[src/rtl/mem_port_arbiter_if.sv]
// Bundle of the two cache-side request ports and the single backing-memory port
// served by mem_port_arbiter. slave = arbiter view, master = environment view.
interface mem_port_arbiter_if #(
  parameter int unsigned ADDR_WIDTH = 32,
  parameter int unsigned DATA_WIDTH = 32
);
  // Cache-side ports, packed {M1,M0}
  logic [1:0]              m_req;
  logic [1:0]              m_we;
  logic [2*ADDR_WIDTH-1:0] m_addr;
  logic [2*DATA_WIDTH-1:0] m_wdata;
  logic [1:0]              m_ack;
  logic [1:0]              m_err;
  logic [DATA_WIDTH-1:0]   m_rdata;

  // Backing-memory port
  logic                    mem_req;
  logic                    mem_we;
  logic [ADDR_WIDTH-1:0]   mem_addr;
  logic [DATA_WIDTH-1:0]   mem_wdata;
  logic                    mem_ack;
  logic [DATA_WIDTH-1:0]   mem_rdata;

  modport slave (
    input  m_req, m_we, m_addr, m_wdata, mem_ack, mem_rdata,
    output m_ack, m_err, m_rdata, mem_req, mem_we, mem_addr, mem_wdata
  );

  modport master (
    output m_req, m_we, m_addr, m_wdata, mem_ack, mem_rdata,
    input  m_ack, m_err, m_rdata, mem_req, mem_we, mem_addr, mem_wdata
  );
endinterface

[src/rtl/mem_port_arbiter.sv]
// Two-master arbiter for a single-port backing memory: fixed priority with a
// starvation guard, one outstanding transaction, error completion on timeout.
module mem_port_arbiter #(
  parameter int unsigned ADDR_WIDTH = 32,
  parameter int unsigned DATA_WIDTH = 32,
  parameter int unsigned HIGH_PRIO  = 1,
  parameter int unsigned MAX_CONSEC = 4,
  parameter int unsigned TIMEOUT    = 255
) (
  input  logic                 clk,
  input  logic                 rst,
  mem_port_arbiter_if.slave    bus
);

  localparam int unsigned CW = $clog2(MAX_CONSEC + 1);
  localparam int unsigned TW = $clog2(TIMEOUT + 1);
  localparam logic [CW-1:0] MAXC = CW'(MAX_CONSEC);
  localparam logic [TW-1:0] TLIM = TW'(TIMEOUT);
  localparam logic          HP   = HIGH_PRIO[0];
  localparam logic          LP   = ~HIGH_PRIO[0];

  typedef enum logic [1:0] {
    IDLE = 2'd0,
    BUSY = 2'd1,
    DONE = 2'd2
  } state_t;

  state_t                state;
  logic                  grant;
  logic [CW-1:0]         consec;
  logic [TW-1:0]         timer;

  logic                  win;
  logic                  sel_we;
  logic [ADDR_WIDTH-1:0] sel_addr;
  logic [DATA_WIDTH-1:0] sel_wdata;
  logic                  mem_done;
  logic                  timed_out;

  // Winner selection; the low-priority master gets one turn once the
  // high-priority master has used up its consecutive-grant allowance.
  always_comb begin
    win = HP;
    unique case (bus.m_req)
      2'b01:   win = 1'b0;
      2'b10:   win = 1'b1;
      2'b11:   win = (consec == MAXC && grant == HP) ? LP : HP;
      default: win = HP;
    endcase
    sel_we    = bus.m_we[win];
    sel_addr  = win ? bus.m_addr[2*ADDR_WIDTH-1:ADDR_WIDTH]
                    : bus.m_addr[ADDR_WIDTH-1:0];
    sel_wdata = win ? bus.m_wdata[2*DATA_WIDTH-1:DATA_WIDTH]
                    : bus.m_wdata[DATA_WIDTH-1:0];
  end

  // Completion is signalled in the same cycle as mem_ack; a mem_ack coinciding
  // with the timeout takes precedence and completes normally.
  always_comb begin
    mem_done    = (state == BUSY) && bus.mem_ack;
    timed_out   = (state == BUSY) && !bus.mem_ack && (timer == TLIM);
    bus.m_ack   = '0;
    bus.m_err   = '0;
    bus.m_rdata = '0;
    if (mem_done) begin
      bus.m_ack[grant] = 1'b1;
      bus.m_rdata      = bus.mem_rdata;
    end else if (timed_out) begin
      bus.m_ack[grant] = 1'b1;
      bus.m_err[grant] = 1'b1;
    end
  end

  always_ff @(posedge clk) begin
    if (rst) begin
      state         <= IDLE;
      grant         <= 1'b0;
      consec        <= '0;
      timer         <= '0;
      bus.mem_req   <= 1'b0;
      bus.mem_we    <= 1'b0;
      bus.mem_addr  <= '0;
      bus.mem_wdata <= '0;
    end else begin
      unique case (state)
        IDLE: begin
          if (|bus.m_req) begin
            grant         <= win;
            bus.mem_req   <= 1'b1;
            bus.mem_we    <= sel_we;
            bus.mem_addr  <= sel_addr;
            bus.mem_wdata <= sel_wdata;
            if (win == HP && bus.m_req[LP])
              consec <= (consec == MAXC) ? consec : consec + CW'(1);
            else
              consec <= '0;
            state <= BUSY;
          end
        end
        BUSY: begin
          timer <= timer + TW'(1);
          if (bus.mem_ack || timer == TLIM) begin
            bus.mem_req <= 1'b0;
            state       <= DONE;
          end
        end
        DONE: begin
          timer <= '0;
          state <= IDLE;
        end
        default: state <= IDLE;
      endcase
    end
  end

endmodule
[src/flat_wrapper.sv]
// flat-port wrapper written by rule: the top's interface ports become plain ports
module mem_port_arbiter_flat 
#(
  parameter int unsigned ADDR_WIDTH = 32,
  parameter int unsigned DATA_WIDTH = 32,
  parameter int unsigned HIGH_PRIO  = 1,
  parameter int unsigned MAX_CONSEC = 4,
  parameter int unsigned TIMEOUT    = 255
)
  (clk, rst, bus_m_req, bus_m_we, bus_m_addr, bus_m_wdata, bus_mem_ack, bus_mem_rdata, bus_m_ack, bus_m_err, bus_m_rdata, bus_mem_req, bus_mem_we, bus_mem_addr, bus_mem_wdata);
  mem_port_arbiter_if #(.ADDR_WIDTH(ADDR_WIDTH), .DATA_WIDTH(DATA_WIDTH)) bus_i ();
  input  logic clk;
  input  logic rst;
  input wire logic [$bits(bus_i.m_req)-1:0] bus_m_req;
  input wire logic [$bits(bus_i.m_we)-1:0] bus_m_we;
  input wire logic [$bits(bus_i.m_addr)-1:0] bus_m_addr;
  input wire logic [$bits(bus_i.m_wdata)-1:0] bus_m_wdata;
  input wire logic [$bits(bus_i.mem_ack)-1:0] bus_mem_ack;
  input wire logic [$bits(bus_i.mem_rdata)-1:0] bus_mem_rdata;
  output wire logic [$bits(bus_i.m_ack)-1:0] bus_m_ack;
  output wire logic [$bits(bus_i.m_err)-1:0] bus_m_err;
  output wire logic [$bits(bus_i.m_rdata)-1:0] bus_m_rdata;
  output wire logic [$bits(bus_i.mem_req)-1:0] bus_mem_req;
  output wire logic [$bits(bus_i.mem_we)-1:0] bus_mem_we;
  output wire logic [$bits(bus_i.mem_addr)-1:0] bus_mem_addr;
  output wire logic [$bits(bus_i.mem_wdata)-1:0] bus_mem_wdata;
  assign bus_i.m_req = bus_m_req;
  assign bus_i.m_we = bus_m_we;
  assign bus_i.m_addr = bus_m_addr;
  assign bus_i.m_wdata = bus_m_wdata;
  assign bus_i.mem_ack = bus_mem_ack;
  assign bus_i.mem_rdata = bus_mem_rdata;
  assign bus_m_ack = bus_i.m_ack;
  assign bus_m_err = bus_i.m_err;
  assign bus_m_rdata = bus_i.m_rdata;
  assign bus_mem_req = bus_i.mem_req;
  assign bus_mem_we = bus_i.mem_we;
  assign bus_mem_addr = bus_i.mem_addr;
  assign bus_mem_wdata = bus_i.mem_wdata;
  mem_port_arbiter #(.ADDR_WIDTH(ADDR_WIDTH), .DATA_WIDTH(DATA_WIDTH), .HIGH_PRIO(HIGH_PRIO), .MAX_CONSEC(MAX_CONSEC), .TIMEOUT(TIMEOUT)) u_core (.clk(clk), .rst(rst), .bus(bus_i));
endmodule
[config.mk]
export PLATFORM = sky130hd
export DESIGN_NAME = mem_port_arbiter_flat
export DESIGN_NICKNAME = d
export VERILOG_FILES = /design/src/rtl/mem_port_arbiter_if.sv /design/src/rtl/mem_port_arbiter.sv /design/src/flat_wrapper.sv
export SDC_FILE = /design/constraint.sdc
export NUM_CORES = 1
export LEC_CHECK = 0
export ABC_CLOCK_PERIOD_IN_PS = 3050
export BUFFER_PORTS_ARGS = -buffer_cell sky130_fd_sc_hd__clkbuf_2
export CAP_MARGIN = 10
export CELL_PAD_IN_SITES_DETAIL_PLACEMENT = 0
export CELL_PAD_IN_SITES_GLOBAL_PLACEMENT = 2
export CORE_AREA = 2 2 137 139
export DETAILED_ROUTE_END_ITERATION = 6
export DIE_AREA = 0 0 139 141
export PLACE_DENSITY_LB_ADDON = 0.1
export SLEW_MARGIN = 20
export SYNTH_ARGS = -nofsm -noshare
export SYNTH_HDL_FRONTEND = slang
export SYNTH_SLANG_ARGS = --single-unit
[constraint.sdc]
create_clock -name clk -period 3.05 [get_ports clk]
set_input_delay 0.61 -clock clk [delete_from_list [all_inputs] [get_ports clk]]
set_output_delay 0.61 -clock clk [all_outputs]
set_load 0.1 [all_outputs]
* Yosys cells after proc, flatten, opt, wreduce, memory -nomap -nowiden *
Index checks and enable logic that the tools add are counted.

storage, ports and cells
  flip-flop bits (word level) = 80
  output and inout bits = 102

operators by class
  add/subtract/negate cells = 2
  eq/ne operators = 9
  order comparisons = 3
  reduce and logical (&&, ||, !) cells = 16
  mux-type cells = 21

operators with widths
  operator                                               count
  two-way mux 32 bit                                     3
  one-hot mux 8 bit (2 select lines)                     1
  two-way mux 2 bit                                      5
  adder 8 x 1 -> 8 bit, second input constant            1
  == test 8 bit, second input constant                   1
  logical AND 1 bit                                      6
  two-way mux 1 bit                                      6
  two-way mux 3 bit                                      2
  AND reduction 3 bit                                    2
  == test 2 x 1 -> 1 bit, second input constant          2
  == test 2 bit, second input constant                   2
  < comparator 1 x 2 -> 1 bit, second input constant     2
  inequality test 2 bit, second input constant           2
  one-hot mux 1 bit (2 select lines)                     2
  one-hot mux 2 bit (2 select lines)                     1
  AND reduction 2 bit                                    2
  nonzero test 2 bit                                     2
  adder 3 x 1 -> 3 bit, second input constant            1
  == test 3 bit, second input constant                   1
  zero test 2 bit                                        1
  inequality test 2 x 1 -> 1 bit, second input constant  1
  OR reduction 2 bit                                     1
  demux 1 bit (select 1 bit)                             1
  >= comparator 1 bit, second input constant             1
  other kinds (2)                                        2

* Depth between registers and ports, before layout *
  depth in word-level cells = 7
  gate-level depth with buffers = 8
  depth with buffers taken out = 6

* Worst setup path before layout *
OpenSTA, ideal clock, no wires.

  kind = input to output
  from = in bus_mem_ack
  to = out bus_m_err[0]
  stages = 2
  data arrival time = 3.661 ns
  buffers on the path = 0
  required time = 2.440 ns
  setup slack = -1.221 ns
  cell sequence = nand2b_1 -> nor4_1

between the ends
  word-level cells in the longest chain between the ends = 5

ends and longest elaborated chain
  item                             RTL line                RTL
  from (decl)                      flat_wrapper.sv:18      input wire logic [$bits(bus_i.mem_ack)-1:0] bus_mem_ack;
  zero test 1 bit                  mem_port_arbiter.sv:61  timed_out = (state == BUSY) && !bus.mem_ack && (timer == TLIM);
  logical AND 1 bit (2 in series)  mem_port_arbiter.sv:61
  two-way mux 2 bit                mem_port_arbiter.sv:68  end else if (timed_out) begin
  two-way mux 2 bit (*)            mem_port_arbiter.sv:65  if (mem_done) begin
  to (decl)                        flat_wrapper.sv:21      output wire logic [$bits(bus_i.m_err)-1:0] bus_m_err;

Every way passes the cells marked *; elsewhere a longest branch is shown, timed or not.

* Final worst setup path *
  from = reg u_core.timer[0]
  to = out bus_m_ack[1]

between the ends
  word-level cells in the longest chain between the ends = 4

ends and longest elaborated chain
  item                    RTL line                 RTL
  from (decl)             mem_port_arbiter.sv:31   logic [TW-1:0] timer;
  from (signal assigned)  mem_port_arbiter.sv:101  timer <= timer + TW'(1);
  == test 8 bit           mem_port_arbiter.sv:61
  logical AND 1 bit       mem_port_arbiter.sv:61
  two-way mux 2 bit       mem_port_arbiter.sv:68
  two-way mux 2 bit       mem_port_arbiter.sv:65
  to (decl)               flat_wrapper.sv:20       output wire logic [$bits(bus_i.m_ack)-1:0] bus_m_ack;

Every way passes these cells.

==> metrics.md <==
| Metric | Value |
|---|---|
| Outcome | `completed` |
| Chip width | `approximately 140 um` |
| Root buf cell | `clkbuf_16` |
| Layout cells sized above 1 | `around half` |
| DP Area | `slightly below 6000 um2` |
| GP Congestion | `~0.81` |
| GRT Util Overall | `14.7%` |
| # H-tree levels | `3` |
| DR iter-0 viols | `approximately 170` |
| Clock Skews | `slightly above 0.009 ns` |
| Total Nets Final | `between 900 and 1,000` |
| First-pass GRT wire length | `about 23,000 um` |
| CTS tree | `built` |
| Register Area | `roughly 1600 um2` |
| Core Util, Final | `33.2%` |
| Num ports | `about 270` |
| CTS resizes | `0` |
| Layout area overhead | `41.6%` |
| Post-CTS Hold Fix Bufs | `0` |
| Minimum clock period after layout | `2.72 ns` |
| Seq pwr share | `29.1%` |
| Final instance area | `6060 um2` |
| Leakage | `0.00298 uW` |
| Post-synth cell types | `36` |
| Clock power frac | `between 20% and 30%` |
| Commonest non-fill, non-tap cell in the layout | `clkbuf_2` |
| Routed Antenna Nets | `0` |
| Postcts setup bufs | `0` |
| Vias | `~4,400` |
| Die Y | `about 140 um` |
| Mean routed wirelength per cell | `approximately 15 um` |
| CP max stage cell | `clkbuf_2` |
| RSZ-0062 raised after global routing | `false` |
| Slew Limit Fails | `0` |
| Drt first pass iters | `4` |
| Largest net degree at the start of global routing | `66` |
| VDD IR-drop max | `around 0.30 mV` |
| DRC viols | `0` |
| PwrDens | `between 700 and 800 nW/um2` |
| Synth Cell Area | `4280 um2` |
| Most frequent cells in the layout | `clkbuf_2 (267), nand2_1 (95), dfxtp_1 (80)` |
| Max frequency | `368 MHz` |
| Cell Chain, Critical Path | `ha_1 -> nand3_1 -> nor2_1 -> o21ai_0 -> nor2b_1 -> clkbuf_2` |
| Detail Placement HPWL | `10,600 um` |
| Vias in the first global route | `around 4,400` |
| Crit path arrival time | `2.11 ns` |
| Yosys warning total | `0` |
| # setup viols final | `0` |
| Critical path class | `flop to output pin` |
| Worst-Margin Slew | `0.614 ns` |
| Critical Path Sink Type | `output pin` |
| Net Sw Frac | `roughly half` |
| Sw Pwr | `between 2000 and 2500 uW` |
| Max-Cap Viols | `0` |
| Final Cycle Share | `between 80% and 90%` |
| Avg Inst Size Synth | `around 8.6 um2` |
| Max-slew headroom | `59.1%` |
| # diodes | `0` |
| Worst-path clk slew | `0.06 ns` |
| CTS Sinks | `80` |
| Hold crit path type | `flop to flop` |
| Fill cells | `between 2,000 and 2,500` |
| Fin. Hold Viols | `0` |
| Multi-input logic area | `2390 um2` |
| CP max FO | `4` |
| CTS Buf Count | `9` |
| Port buffer count | `around 270` |
| Int Power | `between 2000 and 2500 uW` |
| Syn nets | `669` |
| Seq/Total Area, Yosys | `37.4%` |
| Yosys reg bits | `80` |
| Vias per cell | `approximately 4.5` |
| Number of core rows | `50` |
| Worst path max stage delay | `0.46 ns` |
| Initial antenna violation count | `0` |
| Combinational power share | `between 40% and 50%` |
| Fin Setup TNS | `0 ns` |
| Synthesized instance count | `between 400 and 500` |
| Clock Latency Late Sink | `about 0.35 ns` |
| CTS max path bufs | `2` |
| Starting density of the core | `23.4%` |
| Post-Route WL | `around 14,000 um` |
| Die area | `approximately 20,000 um2` |
| Core Area | `around 18,000 um2` |
| Worst setup SP type | `flop` |
| Req. time, crit path | `2.44 ns` |
| Total grt overflow | `0` |
==> synthesized netlist by cell type <==
cell type  instances  share of area (%)
and3_1            34                5.0
a211oi_1           3               0.53
nor2_1            75                6.6
o21ai_0            5               0.58
nand3_1            1               0.12
nor4bb_1           1               0.23
and3_4             1               0.26
nand2b_1           2               0.29
o21ai_2            1               0.20
a21o_1             2               0.35
nor2b_1            3               0.44
xor2_1             4               0.82
mux2i_1            1               0.23
and2_1             1               0.15
ha_1               7                2.0
a21oi_1            7               0.82
a311oi_2          40                 14
clkbuf_1          15                1.3
nand2_1           95                8.3
buf_12             5                2.3
buf_2             16                1.9
a311oi_1          25                5.1
nand3b_1           2               0.35
mux2_2             2               0.53
nor4_1             1               0.15
o21a_4             1               0.35
inv_1              6               0.53
o211a_1            1               0.23
o21a_1             1               0.18
nand2_2           40                5.8
buf_4              8                1.4
a22o_1             1               0.20
o21ai_1            1               0.12
nand4_1            4               0.58
dfxtp_1           80                 37
or3_1              3               0.44
==> final timing paths <==
kind | slack, ns | endpoint | startpoint | cells after the start
setup / recovery | 0.33 | bus_m_ack[1] | u_core.timer[0]$_SDFFE_PP0P_ | 6
hold / removal | 0.47 | u_core.bus.mem_req$_SDFFE_PP0P_ | u_core.bus.mem_req$_SDFFE_PP0P_ | 2
setup reg to reg | 1.16 | u_core.bus.mem_addr[5]$_SDFFE_PP0P_ | u_core.grant$_SDFFE_PP0P_ | 5
hold reg to reg | 0.47 | u_core.bus.mem_req$_SDFFE_PP0P_ | u_core.bus.mem_req$_SDFFE_PP0P_ | 2
==> flip-flops by register name (all words and copies together) (netlist names) <==
signal,cells
u_core.bus.mem_addr,32
u_core.bus.mem_req,1
u_core.bus.mem_wdata,32
u_core.bus.mem_we,1
u_core.grant,1
u_core.timer,8
u_core.state,2
u_core.consec,3
==> final cells by class <==
cell class | instances | share of cell area (%)
clock buffer | 11 | 4.01
timing repair buffer | 278 | 24.0
clock inverter | 5 | 0.929
tap | 234 | 4.83
sequential | 80 | 26.4
inverter | 6 | 0.372
multi-input combinational | 365 | 39.4
==> per-layer routing <==
| metal | global-route usage (%) | share of wire (%) | wire [um] | vias to the layer above |
|---|---|---|---|---|
| met1 | 17.5 | 42 | 6120 | 2002 |
| met5 | 0 | 0 | 0 | - |
| met3 | 4.99 | 8.5 | 1230 | 22 |
| met4 | 6.54 | 2.5 | 366 | 0 |
| met2 | 24.1 | 47 | 6740 | 176 |
| li1 | - | - | - | 2220 |
==> power by group through the flow <==
stage	Sequential [uW]	Combinational [uW]	Clock, uW
3_3_place_gp	1290	1980	0
6_report	1270	1980	1110
3_5_place_dp	1290	2000	0
4_1_cts	1270	2000	1160
5_1_grt	1290	2090	1210
2_1_floorplan	2230	692	0
==> logic make-up after synthesis <==
group           synth area share (%)
compound gates                  22.7
flops                           37.4
mux                            0.760
buf+inv                         7.46
simple gates                    28.8
xor+xnor                       0.819
fa+ha+maj                       2.05
==> worst max-delay path: cells and delay by family, from the launching register on <==
family	cells	cell delay, ns
AOI/OAI and AO/OA	1	0.14
adders and majority gates	1	0.25
and+or+nand+nor	3	0.54
buffers and inverters	1	0.46
DFF	1	0.38
==> stage by stage <==
stage	worst slack (ns)	std cells	hold WS [ns]	total power, uW
floorplan	0.0748	495	0.458	2920
global route	0.159	979	0.489	4590
CTS	0.298	979	0.479	4430
global placement	0.693	963	0.453	3270
detailed placement	0.676	963	0.467	3290
finish	0.330	979	0.470	4360
(Power assumes the default switching activity.)
